--- src/rtl/at_hazard_ctrl.sv ---
// at_hazard_ctrl: Tuse/Tnew hazard controller for the in-order pipeline.
// Tracks destination registers and their remaining Tnew across NSTAGE
// post-decode stages, raises a decode stall when a source is needed before
// its producer is ready, selects forwarded operands, and interlocks
// HI/LO users and new mult/div starts against a busy mult/div unit.
//
// Interface contract: decode presents an instruction with dec_valid; the
// instruction is accepted on a clock edge when dec_valid=1 and stall=0.
// While stall=1 the decode inputs must stay unchanged and a bubble
// (dst_a=0, tnew=0) enters stage 1.
module at_hazard_ctrl #(
  parameter int NSTAGE   = 3,
  parameter int NSRC     = 2,
  parameter int AW       = 5,
  parameter int DW       = 32,
  parameter int TW       = 2,
  parameter int MULT_CYC = 5,
  parameter int DIV_CYC  = 10,
  parameter int SW       = $clog2(NSTAGE+1)
) (
  input  logic                 clk,
  input  logic                 reset,
  input  logic                 dec_valid,
  input  logic [NSRC*AW-1:0]   dec_src_a,
  input  logic [NSRC*TW-1:0]   dec_src_tuse,
  input  logic [AW-1:0]        dec_dst_a,
  input  logic [TW-1:0]        dec_dst_tnew,
  input  logic                 dec_md_start,
  input  logic                 dec_md_is_div,
  input  logic                 dec_md_use,
  input  logic [NSRC*DW-1:0]   rf_val,
  input  logic [NSTAGE*DW-1:0] stage_val,
  output logic                 stall,
  output logic [NSRC*SW-1:0]   fwd_sel,
  output logic [NSRC*DW-1:0]   fwd_val,
  output logic [NSRC-1:0]      fwd_pending,
  output logic                 md_busy
);

  localparam int MD_MAX = (MULT_CYC > DIV_CYC) ? MULT_CYC : DIV_CYC;
  localparam int CW     = $clog2(MD_MAX + 1);

  // Tracking state, index 1 = EX ... NSTAGE = WB.
  logic [AW-1:0] dst_a_q [1:NSTAGE];
  logic [TW-1:0] tnew_q  [1:NSTAGE];

  // Remaining mult/div busy cycles.
  logic [CW-1:0] md_cnt_q;
  logic [CW-1:0] md_cnt_d;

  // Per-source match results.
  logic [NSRC-1:0] found;
  logic [SW-1:0]   hit_k    [NSRC];
  logic [TW-1:0]   hit_tnew [NSRC];
  logic [NSRC-1:0] src_stall;
  logic            stall_md;
  logic            md_accept;

  function automatic logic [TW-1:0] sat_dec(input logic [TW-1:0] x);
    return (x != '0) ? (x - TW'(1)) : '0;
  endfunction

  // Find the youngest in-flight producer of each source and its stall need.
  always_comb begin
    for (int i = 0; i < NSRC; i++) begin
      found[i]     = 1'b0;
      hit_k[i]     = '0;
      hit_tnew[i]  = '0;
      if (dec_valid && (dec_src_a[i*AW +: AW] != '0)) begin
        // Walk oldest to youngest so the youngest match is the one kept.
        for (int k = NSTAGE; k >= 1; k--) begin
          if (dst_a_q[k] == dec_src_a[i*AW +: AW]) begin
            found[i]    = 1'b1;
            hit_k[i]    = SW'(k);
            hit_tnew[i] = tnew_q[k];
          end
        end
      end
      src_stall[i] = found[i] && (dec_src_tuse[i*TW +: TW] < hit_tnew[i]);
    end
  end

  assign md_busy   = (md_cnt_q != '0);
  assign stall_md  = dec_valid && (dec_md_use || dec_md_start) && md_busy;
  assign stall     = (|src_stall) || stall_md;
  assign md_accept = dec_valid && !stall && dec_md_start;

  // Forward selection: ready producers forward, unready ones flag pending.
  always_comb begin
    fwd_sel     = '0;
    fwd_pending = '0;
    fwd_val     = rf_val;
    for (int i = 0; i < NSRC; i++) begin
      if (found[i]) begin
        if (hit_tnew[i] == '0) begin
          fwd_sel[i*SW +: SW] = hit_k[i];
          for (int k = 1; k <= NSTAGE; k++) begin
            if (hit_k[i] == SW'(k)) begin
              fwd_val[i*DW +: DW] = stage_val[(k-1)*DW +: DW];
            end
          end
        end else if (!stall) begin
          fwd_pending[i] = 1'b1;
        end
      end
    end
  end

  // Next mult/div count: load on an accepted start, else count down to 0.
  always_comb begin
    md_cnt_d = md_cnt_q;
    if (md_accept) begin
      md_cnt_d = dec_md_is_div ? CW'(DIV_CYC) : CW'(MULT_CYC);
    end else if (md_cnt_q != '0) begin
      md_cnt_d = md_cnt_q - CW'(1);
    end
  end

  // Advance the tracking pipeline; a stalled or empty decode injects a bubble.
  always_ff @(posedge clk) begin
    if (reset) begin
      for (int k = 1; k <= NSTAGE; k++) begin
        dst_a_q[k] <= '0;
        tnew_q[k]  <= '0;
      end
    end else begin
      if (stall || !dec_valid) begin
        dst_a_q[1] <= '0;
        tnew_q[1]  <= '0;
      end else begin
        dst_a_q[1] <= dec_dst_a;
        tnew_q[1]  <= sat_dec(dec_dst_tnew);
      end
      for (int k = 2; k <= NSTAGE; k++) begin
        dst_a_q[k] <= dst_a_q[k-1];
        tnew_q[k]  <= sat_dec(tnew_q[k-1]);
      end
    end
  end

  // Mult/div busy counter register.
  always_ff @(posedge clk) begin
    if (reset) begin
      md_cnt_q <= '0;
    end else begin
      md_cnt_q <= md_cnt_d;
    end
  end

endmodule
--- config.mk ---
export PLATFORM = sky130hd
export DESIGN_NAME = at_hazard_ctrl
export DESIGN_NICKNAME = d
export VERILOG_FILES = /design/src/rtl/at_hazard_ctrl.sv
export SDC_FILE = /design/constraint.sdc
export NUM_CORES = 1
export LEC_CHECK = 0
export CELL_PAD_IN_SITES_DETAIL_PLACEMENT = 0
export CELL_PAD_IN_SITES_GLOBAL_PLACEMENT = 1
export CORE_MARGIN = 2
export CORE_UTILIZATION = 28
export CTS_CLUSTER_DIAMETER = 40
export DETAILED_ROUTE_END_ITERATION = 12
export PLACE_DENSITY_LB_ADDON = 0.25
export SKIP_LAST_GASP = 1
export SYNTH_ARGS = -nofsm -noshare
export SYNTH_HDL_FRONTEND = slang
export SYNTH_SLANG_ARGS = --single-unit
--- constraint.sdc ---
create_clock -name clk -period 8.5 [get_ports clk]
set_clock_uncertainty 0.1 [all_clocks]
set_input_delay 0.85 -clock clk [delete_from_list [all_inputs] [get_ports clk]]
set_output_delay 0.85 -clock clk [all_outputs]
set_load 0.005 [all_outputs]
; ---- Word level (Yosys, flattened, before mapping)
; Memory sizes are Yosys's and may differ from the RTL's.
; Index checks and enable logic that the tools add are counted.
; Widths: inputs -> output; s select.
[op_classes]
n_mux = 66
bitwise_logic = 8
n_addsub = 4
n_eq_ne = 12
order_cmp = 2
n_reduce_logical = 23
[ops]
columns = op, count
row1 = $mux 32, 10
row2 = $mux 2, 27
row3 = $eq 5x5->1, 6
row4 = $mux 1, 22
row5 = $mux 5, 4
row6 = $mux 4, 3
row7 = $reduce_bool 5->1, 2
row8 = $eq 2x2->1 const B, 4
row9 = $logic_and 1x1->1, 8
row10 = $or 1x1->1, 8
row11 = $reduce_bool 2->1, 4
row12 = $sub 2x1->2 const B, 3
row13 = $eq 2x1->1 const B, 2
row14 = $logic_not 2->1, 2
row15 = $lt 2x2->1, 2
row16 = $reduce_bool 4->1, 1
row17 = $sub 4x1->4 const B, 1
row18 = $logic_or 1x1->1, 3
row19 = $logic_not 1->1, 2
row20 = $reduce_or 2->1, 1
[totals]
mem_count = 2
ff_bits = 4
ram_bits = 21
wordCells = 118
inputBits = 187
[memory_table]
columns = name, depth, word_bits, read_ports, rd_clocked_by_memory_dff, wr, line
row1 = dst_a_q, 3, 5, 3, 0, 3, 44  ; logic [AW-1:0] dst_a_q [1:NSTAGE];
row2 = tnew_q, 3, 2, 3, 0, 3, 45  ; logic [TW-1:0] tnew_q [1:NSTAGE];

; ---- Longest topological paths before layout
; Gate-level depths: netlist of the first run.
[depth]
depth_word = 15
ltp_mapped = 15
depth_no_buf = 12

; ---- Worst setup path after synthesis of the first run
; No wires, ideal clock.
[synth_path]
path_kind = input port to output port
from = in dec_src_a[5]
to = out fwd_pending[0]
setup_slack_ns = 4.089
required_ns = 7.550
stages = 15
arrival_time_ns = 3.461
n_path_buf = 3
cell_sequence = xnor2_1 -> nand3_1 -> or2_0 -> buf_2 -> and2_1 -> clkbuf_1 -> clkbuf_1 -> a211oi_1 -> a211o_1 -> ha_1 -> o21ai_0 -> a311o_1 -> o2111ai_1 -> o211ai_2 -> a21oi_1
[synth_between]
elab_chain_len = 12
word_cells_on_any_way = 20
[synth_lines]
columns = item, line
row1 = "start, declared", 24  ; input logic [NSRC*AW-1:0] dec_src_a,
row2 = $eq 5x5->1, 72  ; if (dst_a_q[k] == dec_src_a[i*AW +: AW]) begin
row3 = $mux 2 (3 in series), 72
row4 = $mux 2, 69  ; if (dec_valid && (dec_src_a[i*AW +: AW] != '0)) begin
row5 = $lt 2x2->1, 79  ; src_stall[i] = found[i] && (dec_src_tuse[i*TW +: TW] < hit_tnew[i]);
row6 = $logic_and 1x1->1 (*), 79
row7 = $reduce_or 2->1 (*), 85  ; assign stall = (|src_stall) || stall_md;
row8 = $logic_or 1x1->1 (*), 85
row9 = net stall, 33  ; output logic stall,
row10 = $mux 1 (*), 102  ; end else if (!stall) begin
row11 = $mux 1 (*), 95  ; if (hit_tnew[i] == '0) begin
row12 = $mux 1 (*), 94  ; if (found[i]) begin
row13 = "end, declared", 36  ; output logic [NSRC-1:0] fwd_pending,
; The timed path passes the listed nets; every way through them passes the cells marked *.

; ---- Worst setup path in the final report of the first run
[layout_path]
from = in dec_src_a[2]
to = out fwd_sel[0]
[layout_between]
elab_chain_len = 8
word_cells_on_any_way = 20
[layout_lines]
columns = item, line
row1 = $eq 5x5->1, 72
row2 = $mux 2 (3 in series), 72
row3 = $mux 2, 69
row4 = $logic_not 2->1, 95
row5 = $mux 2, 95
row6 = $mux 2 (*), 94
row7 = "end, declared", 34  ; output logic [NSRC*SW-1:0] fwd_sel,
; Every way passes the cells marked *; elsewhere a longest branch is shown, timed or not.

==> impl_metrics.tcl, run 1 <==
set metrics [dict create \
    status "completed" \
    cap_viol_max_count 0 \
    tightest_slew_ns 1.082 \
    placedCellCount 974 \
    fin_hold_ws_ns 0.3675 \
    relSlewSlack_pct 27.75 \
    ys_seq_area_share_pct 13.66 \
    cpPeakStageDelay_ns 0.80 \
    p_leak_nw 2.460 \
    grt_pass1_vias 4971 \
    fp.dieW_um 126.1 \
    clk_latency_ns 0.26 \
    setup-tns-final_ns 0 \
    yosys-top-cells-area "mux2_2 (11%), dfxtp_1 (8.6%), mux2i_1 (7.9%)" \
    power.density_mw_per_mm2 86.78 \
    multi_input_area_mm2 0.003403 \
    floorplan.rows 44 \
    cts_tree "built" \
    min_path_type "reg2reg" \
    setup_violations 0 \
    grt_pass1_wl_mm 28.76 \
    grt_antenna_before_repair 0 \
    ir_drop_uv 162.2 \
    gp_congestion 0.8708 \
    placed_area_mm2 0.006892 \
    cts_buffers 3 \
    synth_ff_type "dfxtp_1" \
    dp_hpwl_mm 14.75 \
    cts-resized-gates 0 \
    finalNonFillerCells 978 \
    ioPinCount 259 \
    path_class "in2out" \
    dieArea_mm2 0.01591 \
    crit_fanout 33 \
    synthToLayoutAreaGrowth_pct 67.07 \
    regArea_um2 570.5 \
    fmax_mhz 175.8 \
    die_h_um 126.1 \
    hold_violations 0 \
    htreeDepth 1 \
    start_util_pct 28.73 \
    ys_async_sr_fraction_pct 0 \
    cp_common_cell "clkdlybuf4s50_1" \
    yosysTopAreaCell "mux2_2" \
    ys_types 53 \
    post-route-period-util_pct 66.93 \
    syn_area_mm2 0.004175 \
    grt_max_degree 65 \
    core-area_mm2 0.01453 \
    fillers 1443 \
    cp.arrival_ns 4.74 \
    final_cell_area_mm2 0.006975 \
    post-route-min-period_ns 5.689 \
    yosys_register_bits 25 \
    dr_total_vias 5115 \
    cp.required_ns 7.55 \
    setup.worst_path.start_class "input pin" \
    drtIter0Drc 273 \
    rsz0062_at_grt "false" \
    yosysWarnings 0 \
    hold_buffers 0 \
    cts_root_buf "clkbuf_16" \
    cts_sinks 25 \
    grt-ovfl-total 0 \
    syn_avg_cell_area_um2 7.496 \
    post_cts_buffers 0 \
    via_per_inst 5.230 \
    synth_top_area_share_pct 10.52 \
    wire_per_inst_um 19.53 \
    dr.pass1.iters 4 \
    end_kind "output pin" \
    drc 0 \
    syn_inst 557 \
    drv_slew 0 \
    antenna_left 0 \
    diodes 0 \
    track_usage_pct 22.58 \
    synth_edf_count 7 \
    path_cells "clkdlybuf4s50_1 -> or4_1 -> o21ai_1 -> a221o_1 -> nand3_2 -> a211oi_1 -> clkdlybuf4s50_1" \
    clk_pin_slew_ns 0.06 \
    max-clock-path-buffers 2 \
    power_mw 0.6053 \
    final_nets 989 \
    layout-drive-gt1-share_pct 8.186 \
    wl_mm 19.11 \
    cp_slowest_cell "nand3_2" \
    placement.io_buffers 258 \
]
metal layers:
metal / vias to the layer above / track usage, % / wire length [µm]
met4: 0 / 3.038 / 248
met1: 2445 / 28.69 / 8233
li1: 2469 / - / -
met2: 182 / 41.81 / 9666
met3: 19 / 2.676 / 958
met5: - / 0 / 0
registers in the layout, summed over array words and instances (netlist names):
register  flops
dst_a_q      15
md_cnt_q      4
tnew_q        6
cells by family (layout without fill, tap and decap cells):
kind of cell	after synthesis	after routing	share of synthesized area, %
xor+xnor	28	28	5.873
simple gates	217	217	24.90
fa+ha+maj	7	7	2.098
compound gates	129	129	21.79
buf+inv	52	283	6.143
flops	25	25	13.67
other cells	1	7	0.08981
mux	98	98	25.44
report_power, final:
| part | switching, mW | internal (mW) | leakage [nW] | total (mW) |
|---|---|---|---|---|
| combinational | 0.138 | 0.208 | 2.20 | 0.346 |
| sequential | 0.0124 | 0.137 | 0.220 | 0.150 |
| clock | 0.0445 | 0.0650 | 0.0415 | 0.110 |
metrics by stage:
| step | setup WS (ns) | util [%] |
|---|---|---|
| floorplan | 4.089 | - |
| global placement | 2.763 | 47.42 |
| detailed placement | 2.749 | 47.42 |
| CTS | 2.736 | 47.99 |
| global route | 2.627 | 47.99 |
| finish | 2.811 | 47.99 |
cells in the mapped netlist, drive strengths merged (2+ instances only):
cell type / count
dfxtp: 18
or2: 5
o21ai: 35
nor4: 2
a211o: 2
o2bb2ai: 32
a211oi: 7
buf: 13
nor3: 12
o22ai: 2
ha: 7
or3: 4
xnor2: 23
o211ai: 4
a21oi: 3
nor2b: 15
mux2: 65
inv: 14
a31oi: 33
and2: 35
nand3: 8
nand2: 79
a221o: 2
mux2i: 33
or4: 2
nor2: 50
xor2: 5
edfxtp: 7
nand2b: 2
clkbuf: 25
a21boi: 3
cell usage in the layout, fill, tap and decap left out, types with 5 or more instances in the layout:
master	synthesis	layout
a211oi_1	5	5
a31oi_1	33	33
and2_1	35	35
buf_4	3	7
clkdlybuf4s50_1	0	258
conb_1	1	7
dfxtp_1	18	18
edfxtp_1	7	7
ha_1	7	7
inv_1	14	14
mux2_1	26	26
mux2_2	39	39
mux2i_1	33	33
nand2_1	79	79
nand3_1	7	6
nor2_1	50	49
nor2b_1	15	15
nor3_1	10	10
o21ai_0	33	33
o2bb2ai_1	32	32
xnor2_1	23	23
xor2_1	5	5
cell type report:
cell class                 count  share of cell area (%)
multi-input combinational    486                   48.79
timing repair buffer         265                   37.78
sequential                    25                   8.179
tap                          184                   3.300
clock buffer                   3                   1.076
inverter                      14                  0.7534
clock inverter                 1                  0.1256
critical path, delay by kind of cell:
kind	cells	cell delay (ns)
AND/OR/NAND/NOR	2	1.41
AO/OA/AOI/OAI	3	1.38
buffers and inverters	2	1.10
worst paths after layout:
kind	slack, ns	start	endpoint	cells past startpoint
min	0.37	tnew_q[0][4]	tnew_q[0][6]	1
max reg2reg	5.23	dst_a_q[0][10]	tnew_q[0][3]	12
max	2.81	dec_src_a[2]	fwd_sel[0]	7
min reg2reg	0.37	tnew_q[0][4]	tnew_q[0][6]	1
(Power assumes the default switching activity.)
==> run 2: changes to the inputs <==
--- a/config.mk
+++ b/config.mk
@@ -8,7 +8,7 @@
 export CELL_PAD_IN_SITES_DETAIL_PLACEMENT = 0
 export CELL_PAD_IN_SITES_GLOBAL_PLACEMENT = 1
 export CORE_MARGIN = 2
-export CORE_UTILIZATION = 28
+export CORE_UTILIZATION = 23
 export CTS_CLUSTER_DIAMETER = 40
 export DETAILED_ROUTE_END_ITERATION = 12
 export PLACE_DENSITY_LB_ADDON = 0.25
==> constraint.sdc (replaced) <==
create_clock -name clk -period 4.7 [get_ports clk]
set_clock_uncertainty 0.1 [all_clocks]
set_input_delay 0.47 -clock clk [delete_from_list [all_inputs] [get_ports clk]]
set_output_delay 0.47 -clock clk [all_outputs]
set_load 0.005 [all_outputs]
==> impl_metrics.tcl, run 2 (synthesized netlist as in run 1, its figures left out) <==
set metrics [dict create \
    track_usage_pct 20.36 \
    start_util_pct 23.32 \
    cts_buffers 3 \
    power_mw 1.111 \
    power.density_mw_per_mm2 154.9 \
    fillers 1803 \
    cts_root_buf "clkbuf_16" \
    dr.pass1.iters 4 \
    wire_per_inst_um 19.96 \
    synthToLayoutAreaGrowth_pct 71.83 \
    setup_violations 0 \
    placed_area_mm2 0.007081 \
    placement.io_buffers 258 \
    post-route-min-period_ns 4.382 \
    fmax_mhz 228.2 \
    grt_pass1_vias 5263 \
    post-route-period-util_pct 93.23 \
    status "completed" \
    hold_buffers 0 \
    max-clock-path-buffers 2 \
    final_cell_area_mm2 0.007174 \
    path_class "in2out" \
    antenna_left 0 \
    drc 0 \
    gp_congestion 0.8344 \
    grt_max_degree 65 \
    post-route-util_pct 40.08 \
    cts_sinks 25 \
    largest_reg_flops 15 \
    min_path_type "reg2reg" \
    floorplan.rows 49 \
    setup-tns-final_ns 0 \
    path_cells "clkdlybuf4s50_1 -> nor2b_1 -> a2111o_1 -> nor3_4 -> nand3_1 -> a221o_1 -> ha_1 -> or3_1 -> o211ai_2 -> clkdlybuf4s50_1" \
    ioPinCount 259 \
    drv_slew 0 \
    via_per_inst 4.997 \
    cap_viol_max_count 0 \
    post_cts_buffers 0 \
    grt_pass1_wl_mm 31.37 \
    reg_top3 "dst_a_q (15), tnew_q (6), md_cnt_q (4)" \
    regMostFlops "dst_a_q" \
    crit_fanout 6 \
    grt-ovfl-total 0 \
    dp_hpwl_mm 15.49 \
    dr_total_vias 5172 \
    ir_drop_uv 212.8 \
    core-area_mm2 0.01790 \
    clk_pin_slew_ns 0.07 \
    dieArea_mm2 0.01925 \
    rsz0062_at_grt "false" \
    cts_tree "built" \
    layout-drive-gt1-share_pct 9.565 \
    end_kind "output pin" \
    cpPeakStageDelay_ns 0.58 \
    final_common_cell "clkdlybuf4s50_1" \
    grt_antenna_before_repair 1 \
    die_h_um 138.7 \
    cp.arrival_ns 3.81 \
    setup.worst_path.start_class "input pin" \
    final_cell_mix "clkdlybuf4s50_1 (257), nand2_1 (79), nor2_1 (49)" \
    drtIter0Drc 183 \
    wl_mm 20.66 \
    final_nets 1000 \
    hold_violations 0 \
    tightest_slew_ns 0.8453 \
    p_leak_nw 2.537 \
    relSlewSlack_pct 43.47 \
    htreeDepth 1 \
    cp_slowest_cell "clkdlybuf4s50_1" \
    fp.dieW_um 138.7 \
    cp_common_cell "clkdlybuf4s50_1" \
    clk_latency_ns 0.26 \
    cp.required_ns 4.13 \
]
## run 2: cell count changes in the layout (fill, tap and decap cells not counted)
cell,change
inv_6,-1
dlymetal6s2s_1,+1
buf_12,+4
buf_4,+7
clkinvlp_4,+1
o2111ai_1,-1
diode_2,+1
o2111ai_2,+1
clkdlybuf4s50_1,-1
## run 2: routing by layer
layer  track usage (%)  vias to the layer above  part of all wire (%)  wire length, µm
met5                 0                        -                     0                0
met4             5.051                        0                   2.6              539
met3             4.489                       31                   7.4             1525
met2             36.74                      208                    49            10210
met1             24.57                     2438                    41             8378
li1                  -                     2495                     -                -
## run 2: final cells by class
class | count | area (µm²) | share of cell area (%)
diodes | 1 | 2.502 | 0.03488
clock buffers | 3 | 75.07 | 1.046
clock inverters | 1 | 7.507 | 0.1046
inverters | 14 | 52.55 | 0.7325
multi-input cells | 486 | 3410 | 47.52
flip-flops and latches | 25 | 570.5 | 7.953
well taps | 229 | 286.5 | 3.994
repair buffers | 276 | 2770 | 38.61
## run 2: metrics by stage
step | setup WS [ns] | hold WS (ns) | std cells
after floorplan | 1.049 | 0.3230 | 563
after global placement | 0.2936 | 0.3832 | 1030
after detailed placement | 0.2289 | 0.3836 | 1030
after CTS | 0.2053 | 0.3920 | 1034
after global routing | 0.06506 | 0.4375 | 1035
final | 0.3182 | 0.3933 | 1035
## run 2: final timing paths
kind	startpoint	end	slack, ns	cells after the start
max reg2reg	dst_a_q[0][9]	tnew_q[0][3]	1.45	11
min	tnew_q[0][4]	tnew_q[0][6]	0.39	1
max	dec_src_a[0]	stall	0.32	10
min reg2reg	tnew_q[0][4]	tnew_q[0][6]	0.39	1
## run 2: power breakdown
| part | switching (mW) | leakage, nW | internal (mW) |
|---|---|---|---|
| clock network | 0.0783 | 0.0371 | 0.116 |
| logic | 0.260 | 2.28 | 0.387 |
| registers | 0.0222 | 0.220 | 0.249 |
## run 2: what timing repair did
item | in CTS | in global routing
resized for setup | 0 | 2
hold endpoints to repair | 0 | 0
endpoints found under the setup margin | 0 | 2
## run 2: critical path, delay by kind of cell
| kind | cells | cell delay [ns] |
|---|---|---|
| AND/OR/NAND/NOR | 4 | 0.91 |
| adder cells (fa/ha/maj) | 1 | 0.20 |
| AO/OA/AOI/OAI | 3 | 1.09 |
| buffers and inverters | 2 | 1.14 |
==> run 3: changes to the inputs <==
--- a/config.mk
+++ b/config.mk
@@ -7,7 +7,6 @@
 export LEC_CHECK = 0
 export CELL_PAD_IN_SITES_DETAIL_PLACEMENT = 0
 export CELL_PAD_IN_SITES_GLOBAL_PLACEMENT = 1
-export CORE_MARGIN = 2
 export CORE_UTILIZATION = 23
 export CTS_CLUSTER_DIAMETER = 40
 export DETAILED_ROUTE_END_ITERATION = 12
==> impl_metrics.tcl, run 3 (synthesized netlist as in run 1, its figures left out) <==
set metrics [dict create \
    status "completed" \
    regMostFlops "dst_a_q" \
    final_cell_area_mm2 0.007161 \
    cpPeakStageDelay_ns 0.62 \
    r2r_start "dst_a_q[0][9]" \
    post-route-min-period_ns 4.527 \
    via_per_inst 5.008 \
    tightest_slew_ns 0.7567 \
    final_nets 999 \
    rr_worst_depth 12 \
    grt_antenna_before_repair 1 \
    grt_max_degree 65 \
    reg_top3 "dst_a_q (15), tnew_q (6), md_cnt_q (4)" \
    cp.required_ns 4.13 \
    core-area_mm2 0.01754 \
    p_leak_nw 2.539 \
    drc 0 \
    cap_viol_max_count 0 \
    relSlewSlack_pct 49.39 \
    setup_violations 0 \
    post-route-period-util_pct 96.32 \
    multi_input_area_mm2 0.003407 \
    grt_pass1_wl_mm 28.97 \
    fillers 1730 \
    hp-start "tnew_q[0][4]" \
    clk_pin_slew_ns 0.06 \
    path_cells "clkdlybuf4s50_1 -> nor2b_1 -> a2111o_1 -> nor3_4 -> nand3_1 -> a221o_1 -> ha_1 -> or3_1 -> o211ai_2 -> buf_4 -> clkdlybuf4s50_1" \
    cts_sinks 25 \
    max-clock-path-buffers 2 \
    min_delay_path_depth 1 \
    start_util_pct 23.81 \
    setup-tns-final_ns 0 \
    cp_common_cell "clkdlybuf4s50_1" \
    power.density_mw_per_mm2 154.6 \
    ir_drop_uv 215.7 \
    fp.dieW_um 136.7 \
    clk_latency_ns 0.25 \
    cts_root_buf "clkbuf_16" \
    die_h_um 136.7 \
    placement.io_buffers 258 \
    cts_tree "built" \
    wire_per_inst_um 19.57 \
    layout-drive-gt1-share_pct 9.453 \
    reg2reg_slack_ns 1.38 \
    end_kind "output pin" \
    dieArea_mm2 0.01870 \
    fmax_mhz 220.9 \
    min_to "tnew_q[0][6]" \
    cp.arrival_ns 3.96 \
    final_common_cell "clkdlybuf4s50_1" \
    path_class "in2out" \
    crit_fanout 8 \
    dr.pass1.iters 5 \
    grt-ovfl-total 0 \
    post_cts_buffers 0 \
    htreeDepth 1 \
    cts_buffers 3 \
    ioPinCount 259 \
    regArea_um2 570.5 \
    antenna_left 0 \
    gp_congestion 0.8669 \
    setup.worst_path.start_class "input pin" \
    largest_reg_flops 15 \
    grt_pass1_vias 5039 \
    placed_area_mm2 0.007068 \
    drtIter0Drc 193 \
    synthToLayoutAreaGrowth_pct 71.50 \
    drv_slew 0 \
    hold_violations 0 \
    track_usage_pct 20.20 \
    dp_hpwl_mm 15.31 \
    dr_total_vias 5158 \
    floorplan.rows 48 \
    wl_mm 20.16 \
    final_cell_mix "clkdlybuf4s50_1 (257), nand2_1 (79), nor2_1 (49)" \
    rsz0062_at_grt "false" \
    cp_slowest_cell "clkdlybuf4s50_1" \
    min_path_type "reg2reg" \
    reg2reg_to "tnew_q[0][3]" \
]
-- run 3: cell count changes in the layout (fill, tap and decap cells not counted), sizes merged --
cell / change
buf: -1
clkinvlp: -1
inv: +1
-- run 3: worst max-delay path, delay by kind of cell --
kind | cells | cell delay (ns)
compound gates | 3 | 1.04
fa+ha+maj | 1 | 0.20
buf+inv | 3 | 1.34
simple gates | 4 | 0.90
-- run 3: how the worst max path moves through the flow --
stage,slack (ns),endpoint,start,depth (start not counted)
after floorplan,1.05,fwd_pending[0],dec_src_a[5],15
after global placement,0.24,fwd_pending[0],dec_src_a[9],14
after detailed placement,0.20,fwd_pending[0],dec_src_a[9],14
after CTS,0.19,fwd_pending[0],dec_src_a[9],14
after global routing,0.004,stall,dec_src_a[0],11
final,0.17,stall,dec_src_a[1],11
-- run 3: per-stage QoR --
step	power [mW]	cells	utilization, %	setup WS [ns]	hold WS [ns]
floorplan	0.5539	563	-	1.049	0.3230
global placement	0.9100	1025	40.30	0.2447	0.3928
detailed placement	0.9184	1025	40.30	0.2005	0.4068
CTS	1.114	1029	40.78	0.1916	0.4169
global route	1.183	1029	40.82	0.003686	0.4304
finish	1.107	1030	40.83	0.1727	0.4229
-- run 3: area by class of cell --
class                           instances  share of cell area, %
Antenna cell                            1                0.03495
Tap cell                              225                  3.932
Inverter                               14                 0.7339
Clock buffer                            3                  1.048
Sequential cell                        25                  7.968
Timing Repair Buffer                  275                  38.58
Multi-Input combinational cell        486                  47.58
Clock inverter                          1                 0.1223
-- run 3: timing repair --
item                                    in CTS  in global routing
endpoints found under the setup margin       0                  2
gates resized for setup                      0                  2
hold buffers                                 0                  0
-- run 3: report_power, final --
group	internal, mW	leakage, nW	total [mW]	switching (mW)
sequential	0.249	0.220	0.271	0.0225
combinational	0.386	2.28	0.645	0.259
clock	0.117	0.0415	0.191	0.0737
total	0.752	2.54	1.11	0.355
-- run 3: layer usage --
metal / vias up / track usage, % / wire length, µm
met5: - / 0 / 0
met4: 0 / 3.889 / 385
met3: 22 / 2.630 / 1325
met2: 197 / 37.54 / 10030
met1: 2454 / 24.62 / 8419
li1: 2485 / - / -
